File: config.mk
export PLATFORM = sky130hd
export DESIGN_NAME = md_issue_ctrl_flat
export DESIGN_NICKNAME = d
export VERILOG_FILES = /design/src/rtl/md_issue_ctrl_pkg.sv /design/src/rtl/md_issue_ctrl_if.sv /design/src/rtl/md_issue_ctrl_decode.sv /design/src/rtl/md_issue_ctrl.sv /design/src/flat_wrapper.sv
export SDC_FILE = /design/constraint.sdc
export NUM_CORES = 1
export LEC_CHECK = 0
export ABC_AREA = 1
export CORE_MARGIN = 2
export CORE_UTILIZATION = 25
export CTS_CLUSTER_DIAMETER = 100
export DETAILED_ROUTE_END_ITERATION = 12
export PLACE_DENSITY = 0.62
export REMOVE_ABC_BUFFERS = 1
export SYNTH_ARGS = -nofsm -noshare
export SYNTH_HDL_FRONTEND = slang
export SYNTH_HIERARCHICAL = 1
export SYNTH_SLANG_ARGS = --single-unit
File: constraint.sdc
create_clock -name clk -period 2.75 [get_ports clk]
set_input_delay 0.275 -clock clk [delete_from_list [all_inputs] [get_ports clk]]
set_output_delay 0.275 -clock clk [all_outputs]
set_load 0.02 [all_outputs]
File: src/rtl/md_issue_ctrl_pkg.sv
// Shared multiply/divide definitions: opcode/funct constants, start-op codes and the
// issue FSM state encoding. Used by md_decode, md_issue_ctrl and the E-stage MD unit.
package md_defs;

    localparam logic [5:0] OP_SPECIAL  = 6'b000000;
    localparam logic [5:0] OP_SPECIAL2 = 6'b011100;

    localparam logic [5:0] FN_MULT  = 6'b011000;
    localparam logic [5:0] FN_MULTU = 6'b011001;
    localparam logic [5:0] FN_DIV   = 6'b011010;
    localparam logic [5:0] FN_DIVU  = 6'b011011;
    localparam logic [5:0] FN_MFHI  = 6'b010000;
    localparam logic [5:0] FN_MTHI  = 6'b010001;
    localparam logic [5:0] FN_MFLO  = 6'b010010;
    localparam logic [5:0] FN_MTLO  = 6'b010011;
    localparam logic [5:0] FN_MADD  = 6'b000000;
    localparam logic [5:0] FN_MSUB  = 6'b000100;

    typedef enum logic [2:0] {
        MD_NONE  = 3'd0,
        MD_MULT  = 3'd1,
        MD_MULTU = 3'd2,
        MD_DIV   = 3'd3,
        MD_DIVU  = 3'd4,
        MD_MADD  = 3'd5,
        MD_MSUB  = 3'd6
    } md_op_t;

    typedef enum logic [1:0] {
        ST_IDLE  = 2'd0,
        ST_ISSUE = 2'd1,
        ST_WAIT  = 2'd2
    } md_state_t;

endpackage

File: src/rtl/md_issue_ctrl_if.sv
// Start-op channel between the D-stage issue controller (master) and the MD unit (slave).
interface md_issue_ctrl_if;
    import md_defs::*;

    // md_req is the valid, md_ack the ready: an op transfers in the cycle both are 1;
    // md_req and md_op stay stable from assertion until that transfer cycle.
    logic   md_req;
    md_op_t md_op;
    logic   md_ack;

    modport master (output md_req, output md_op, input md_ack);
    modport slave  (input md_req, input md_op, output md_ack);

endinterface

File: src/rtl/md_issue_ctrl_decode.sv
// Combinational MD classifier for the D instruction; madd/msub are START class only
// when MD_ISSUE_MADD_EN is defined, otherwise they decode as OTHER.
module md_decode
    import md_defs::*;
(
    input  logic [31:0] instr_i,
    output logic        is_start_o,
    output logic        is_hl_o,
    output md_op_t      md_op_o,
    output logic        lat_sel_o
);

    logic [5:0] opcode;
    logic [5:0] funct;
    logic       unused_fields;

    assign opcode        = instr_i[31:26];
    assign funct         = instr_i[5:0];
    assign unused_fields = ^instr_i[25:6];

    // lat_sel_o = 1 selects the divide latency
    always_comb begin
        is_start_o = 1'b0;
        is_hl_o    = 1'b0;
        md_op_o    = MD_NONE;
        lat_sel_o  = 1'b0;
        if (opcode == OP_SPECIAL) begin
            case (funct)
                FN_MULT:  begin is_start_o = 1'b1; md_op_o = MD_MULT;  end
                FN_MULTU: begin is_start_o = 1'b1; md_op_o = MD_MULTU; end
                FN_DIV:   begin is_start_o = 1'b1; md_op_o = MD_DIV;  lat_sel_o = 1'b1; end
                FN_DIVU:  begin is_start_o = 1'b1; md_op_o = MD_DIVU; lat_sel_o = 1'b1; end
                FN_MFHI, FN_MTHI, FN_MFLO, FN_MTLO: is_hl_o = 1'b1;
                default: ;
            endcase
        end
`ifdef MD_ISSUE_MADD_EN
        else if (opcode == OP_SPECIAL2) begin
            case (funct)
                FN_MADD: begin is_start_o = 1'b1; md_op_o = MD_MADD; end
                FN_MSUB: begin is_start_o = 1'b1; md_op_o = MD_MSUB; end
                default: ;
            endcase
        end
`else
        else begin
            is_start_o = 1'b0;
        end
`endif
    end

endmodule

File: src/rtl/md_issue_ctrl.sv
// D-stage multiply/divide issue controller: issues start ops, shadows MD latency with a
// countdown and stalls F/D while HI/LO users must wait. Optional madd/msub: MD_ISSUE_MADD_EN.
module md_issue_ctrl
    import md_defs::*;
#(
    parameter int MUL_LAT = 5,
    parameter int DIV_LAT = 10,
    parameter int CNT_W   = 4
) (
    input  logic              clk,
    input  logic              rst,
    input  logic [31:0]       d_instr,
    input  logic              d_valid,
    input  logic              e_stall_ext,
    md_issue_ctrl_if.master   md_if,
    output logic [CNT_W-1:0]  md_busy_cnt,
    output logic              d_md_stall,
    output logic              e_bubble,
    output md_state_t         dbg_state
);

    md_state_t        state_q, state_d;
    logic [CNT_W-1:0] cnt_q, cnt_d;
    logic             md_req_q, md_req_d;
    md_op_t           md_op_q, md_op_d;
    logic             lat_div_q, lat_div_d;

    logic   dec_start;
    logic   dec_hl;
    md_op_t dec_op;
    logic   dec_lat;

    md_decode u_decode (
        .instr_i    (d_instr),
        .is_start_o (dec_start),
        .is_hl_o    (dec_hl),
        .md_op_o    (dec_op),
        .lat_sel_o  (dec_lat)
    );

    always_ff @(posedge clk) begin
        if (rst) begin
            state_q   <= ST_IDLE;
            cnt_q     <= '0;
            md_req_q  <= 1'b0;
            md_op_q   <= MD_NONE;
            lat_div_q <= 1'b0;
        end else begin
            state_q   <= state_d;
            cnt_q     <= cnt_d;
            md_req_q  <= md_req_d;
            md_op_q   <= md_op_d;
            lat_div_q <= lat_div_d;
        end
    end

    always_comb begin
        state_d   = state_q;
        cnt_d     = cnt_q;
        md_req_d  = md_req_q;
        md_op_d   = md_op_q;
        lat_div_d = lat_div_q;
        case (state_q)
            ST_IDLE: begin
                if (d_valid && dec_start && !e_stall_ext) begin
                    state_d   = ST_ISSUE;
                    md_req_d  = 1'b1;
                    md_op_d   = dec_op;
                    lat_div_d = dec_lat;
                end
            end
            ST_ISSUE: begin
                if (md_if.md_ack) begin
                    state_d  = ST_WAIT;
                    md_req_d = 1'b0;
                    cnt_d    = lat_div_q ? CNT_W'(DIV_LAT) : CNT_W'(MUL_LAT);
                end
            end
            ST_WAIT: begin
                // The MD unit runs freely, so external freezes do not pause the count.
                cnt_d = cnt_q - CNT_W'(1);
                if (cnt_q == CNT_W'(1)) begin
                    state_d = ST_IDLE;
                end
            end
            default: state_d = ST_IDLE;
        endcase
    end

    always_comb begin
        d_md_stall = 1'b0;
        case (state_q)
            ST_ISSUE: d_md_stall = !md_if.md_ack;
            ST_WAIT:  d_md_stall = d_valid && (dec_start || dec_hl);
            default:  d_md_stall = 1'b0;
        endcase
    end

    assign e_bubble     = d_md_stall;
    assign md_busy_cnt  = cnt_q;
    assign md_if.md_req = md_req_q;
    assign md_if.md_op  = md_op_q;
    assign dbg_state    = state_q;

endmodule

File: src/flat_wrapper.sv
// flat-port wrapper written by rule: the top's interface ports become plain ports
module md_issue_ctrl_flat import md_defs::*;
#(
    parameter int MUL_LAT = 5,
    parameter int DIV_LAT = 10,
    parameter int CNT_W   = 4
)
  (clk, rst, d_instr, d_valid, e_stall_ext, md_busy_cnt, d_md_stall, e_bubble, dbg_state, md_if_md_req, md_if_md_op, md_if_md_ack);
  md_issue_ctrl_if md_if_i ();
  input  logic clk;
  input  logic rst;
  input  logic [31:0] d_instr;
  input  logic d_valid;
  input  logic e_stall_ext;
  output logic [CNT_W-1:0] md_busy_cnt;
  output logic d_md_stall;
  output logic e_bubble;
  output md_state_t dbg_state;
  output wire logic [$bits(md_if_i.md_req)-1:0] md_if_md_req;
  output wire logic [$bits(md_if_i.md_op)-1:0] md_if_md_op;
  input wire logic [$bits(md_if_i.md_ack)-1:0] md_if_md_ack;
  assign md_if_md_req = md_if_i.md_req;
  assign md_if_md_op = md_if_i.md_op;
  assign md_if_i.md_ack = md_if_md_ack;
  md_issue_ctrl #(.MUL_LAT(MUL_LAT), .DIV_LAT(DIV_LAT), .CNT_W(CNT_W)) u_core (.clk(clk), .rst(rst), .d_instr(d_instr), .d_valid(d_valid), .e_stall_ext(e_stall_ext), .md_if(md_if_i), .md_busy_cnt(md_busy_cnt), .d_md_stall(d_md_stall), .e_bubble(e_bubble), .dbg_state(dbg_state));
endmodule
==> results of run 1 <==
-- worst max-delay path, delay by kind of cell --
kind                   cells  cell delay (ns)
AOI/OAI and AO/OA          2             0.37
buffers and inverters      3             1.15
and+or+nand+nor            3             0.39
-- metal layers --
metal  wire, um  GRT usage  vias up
li1           -          -      407
met1        772      0.134      314
met2        722      0.161       22
met3        106     0.0290        2
met4         11     0.0598        0
met5          0          0        -
-- stage by stage --
| stage | area (sq um) | util | power (W) | cells |
|---|---|---|---|---|
| 3_5_place_dp | 1030 | 0.375 | 0.000289 | 165 |
| 4_1_cts | 1060 | 0.385 | 0.000403 | 169 |
| 3_3_place_gp | 1030 | 0.375 | 0.000286 | 165 |
| 5_1_grt | 1060 | 0.385 | 0.000424 | 169 |
| 2_1_floorplan | 716 | - | 0.000237 | 106 |
| 6_report | 1060 | 0.385 | 0.000397 | 169 |
-- final cells by class --
cell class                 count  area [sq um]  share of cell area
sequential                    11           220               0.208
inverter                      18          67.6              0.0637
clock buffer                   4          26.3              0.0248
tap                           31          38.8              0.0366
timing repair buffer          28           280               0.264
multi-input combinational     77           428               0.403
-- worst max-delay path by stage --
stage	cells after the start	to	slack, ns
final	8	e_bubble	0.28
after global routing	8	e_bubble	0.06
after CTS	8	e_bubble	0.23
after detailed placement	8	e_bubble	0.25
after global placement	8	e_bubble	0.27
after floorplan	4	d_md_stall	0.67
-- layout by cell type, fill, tap and decap left out --
master,n
nor2_4,1
clkbuf_4,3
nor2_2,3
inv_1,18
a21boi_0,1
nand4_1,1
clkbuf_1,1
a21oi_2,1
nand2_2,1
nand4_2,1
nor2_1,10
nor3_1,4
or2_0,1
o21ai_1,2
clkdlybuf4s50_1,28
dfxtp_1,11
nand2_1,23
nand3_1,7
o211ai_1,1
ha_1,6
nand3_2,1
a21oi_1,9
o21ai_0,3
o21ai_2,1
-- registers in the layout, indices dropped and copies added, names as in the netlist --
| signal | count |
|---|---|
| u_core/md_if.md_req | 1 |
| u_core/lat_div_q | 1 |
| u_core/md_if.md_op | 3 |
| u_core/dbg_state | 2 |
| u_core/md_busy_cnt | 4 |
-- power groups by stage --
stage / registers (W) / logic [W] / clock network (W)
after floorplan: 0.000187 / 0.0000503 / 0
after global placement: 0.000177 / 0.000109 / 0
after detailed placement: 0.000178 / 0.000112 / 0
after CTS: 0.000174 / 0.000112 / 0.000118
after global routing: 0.000175 / 0.000123 / 0.000126
final: 0.000174 / 0.000111 / 0.000112
-- cells by family after synthesis --
family                   Yosys count
AND/OR/NAND/NOR                   53
flip-flops                        11
AO/OA/AOI/OAI                     18
adder cells (fa/ha/maj)            6
buffers and inverters             20
==> flow_summary.ini, run 1 <==
[run_status]
status = finished clean

[clocking]
clock-sinks = 11
clockRootBuffer = clkbuf_4
htreeDepth = 1
cts_setup_buffers = 0
cts-resized-gates = 0
clk_latency_ns = 0.27
clk_pin_slew_ns = 0.07
cts_tree = done
clockBufferDepth = 2
numCtsBuffers = 3
holdBufCountCts = 0

[power_and_ir_drop]
power_frac_comb = 0.279
power.density_nw_per_um2 = 374
p_leak_nw = 0.431
pwr-share-clk = 0.283
p_int_w = 0.000278
seqPwrFrac = 0.438
p_sw_w = 0.000119
ir_worst_vdd_uv = 183
swShare = 0.299

[critical_path]
worst-r2r-cell-count = 6
worst-setup-path-type = in2out
worst_r2r_startpoint = u_core/dbg_state[0]
crit_top_cell = clkdlybuf4s50_1
cpPeakStageDelay_ns = 0.66
cp_max_fo = 5
crit_start = d_instr[4]
crit_chain = clkdlybuf4s50_1 > inv_1 > nor2_2 > nand2_2 > nor2_1 > o211ai_1 > a21boi_0 > clkdlybuf4s50_1
crit_path_top_delay_cell = clkdlybuf4s50_1
worst_setup_path_start_kind = input port
end_kind = primary output
ff2ff_setup_slack_ns = 1.26
cp_data_arrival_time_ns = 2.20
required_ns = 2.48
r2r_end = u_core/md_busy_cnt[1]

[synthesis]
synth_top_family_by_area = simple AND/OR/NAND/NOR gates
synth.top_cells.by_area = dfxtp_1 30%, nand2_1 12%, ha_1 10%, inv_1 9.3%, a21oi_1 6.2%
yosysSeqAreaShare = 0.303
synth_edf_count = 0
yosysTopAreaCellShare = 0.303
synthArstFlopShare = 0
ys_ff_latch = 11
synth.avg_cell_area_sq_um = 6.73
synthMuxAreaShare = 0
synth_xor_area_frac = 0
synthesis.area_sq_um = 727
yosysWarnings = 6
yosys.area_share.simple = 0.344
synth_common_cells = 23 x nand2_1, 18 x inv_1, 11 x dfxtp_1, 10 x nor2_1, 9 x a21oi_1
synthFlopType = dfxtp_1
synthAdderAreaFrac = 0.103
synthCells = 108
yosys.area.top_type = dfxtp_1
yosysMostFrequentCell = nand2_1
ys_types = 23
synth_compound_area_frac = 0.141

[job]
maxCapViolations = 0

[sta]
setup_viol = 0
relSlewSlack = 0.772
max_freq_mhz = 404
skew_ns = 0.00402
whs_ns = 0.468
grt_setup_unrepaired = no
setup-tns-final_ns = 0
worst_pin_slew_ns = 0.340
setup_ws_ns = 0.276
slew_viol_final = 0
min_period_ns = 2.47
hold_viol = 0
fin_crit_sh = 0.900

[drt]
wirelength_um = 1610
wire_per_inst_um = 9.54
drtPass1Iterations = 4
drt_iter0_markers = 25
vias = 745
ant_nets = 0
drc_errors = 0
vias_per_cell = 4.41

[finish]
layout.nets = 182
drive_gt1_frac = 0.0870
synthToLayoutAreaGrowth_pct = 46.0
nFillCells = 296
antenna_cells = 0

[floorplanning]
dieArea_sq_um = 3360
core_sq_um = 2760
die_w_um = 57.9
ios = 49
rows = 19
floorplan.initialDensity = 0.264
die_h_um = 57.9

[place]
globalplace.congestion = 0.811
port_buffers = 28
hpwl_um = 1370
place_ws_ns = 0.250

[global_route]
grt_pass1_vias = 667
grt_start_max_net_pins = 9
grt_usage = 0.105
grt_overflow = 0
grt_pass1_wl_um = 2710
antenna_found_initial = 0

[min_path]
hold-path-endpoint = u_core/md_if.md_op[0]
hp-class = reg2reg
whs_path_depth = 2
hp-start = u_core/md_if.md_op[0]
Power figures use the tool's default switching activity.
==> inputs of run 2 (changes only) <==
Settings changed: HOLD_SLACK_MARGIN set to 0.05.
==> results of run 2 <==
The final DEF is identical to that of run 1; final timing and power are the same.
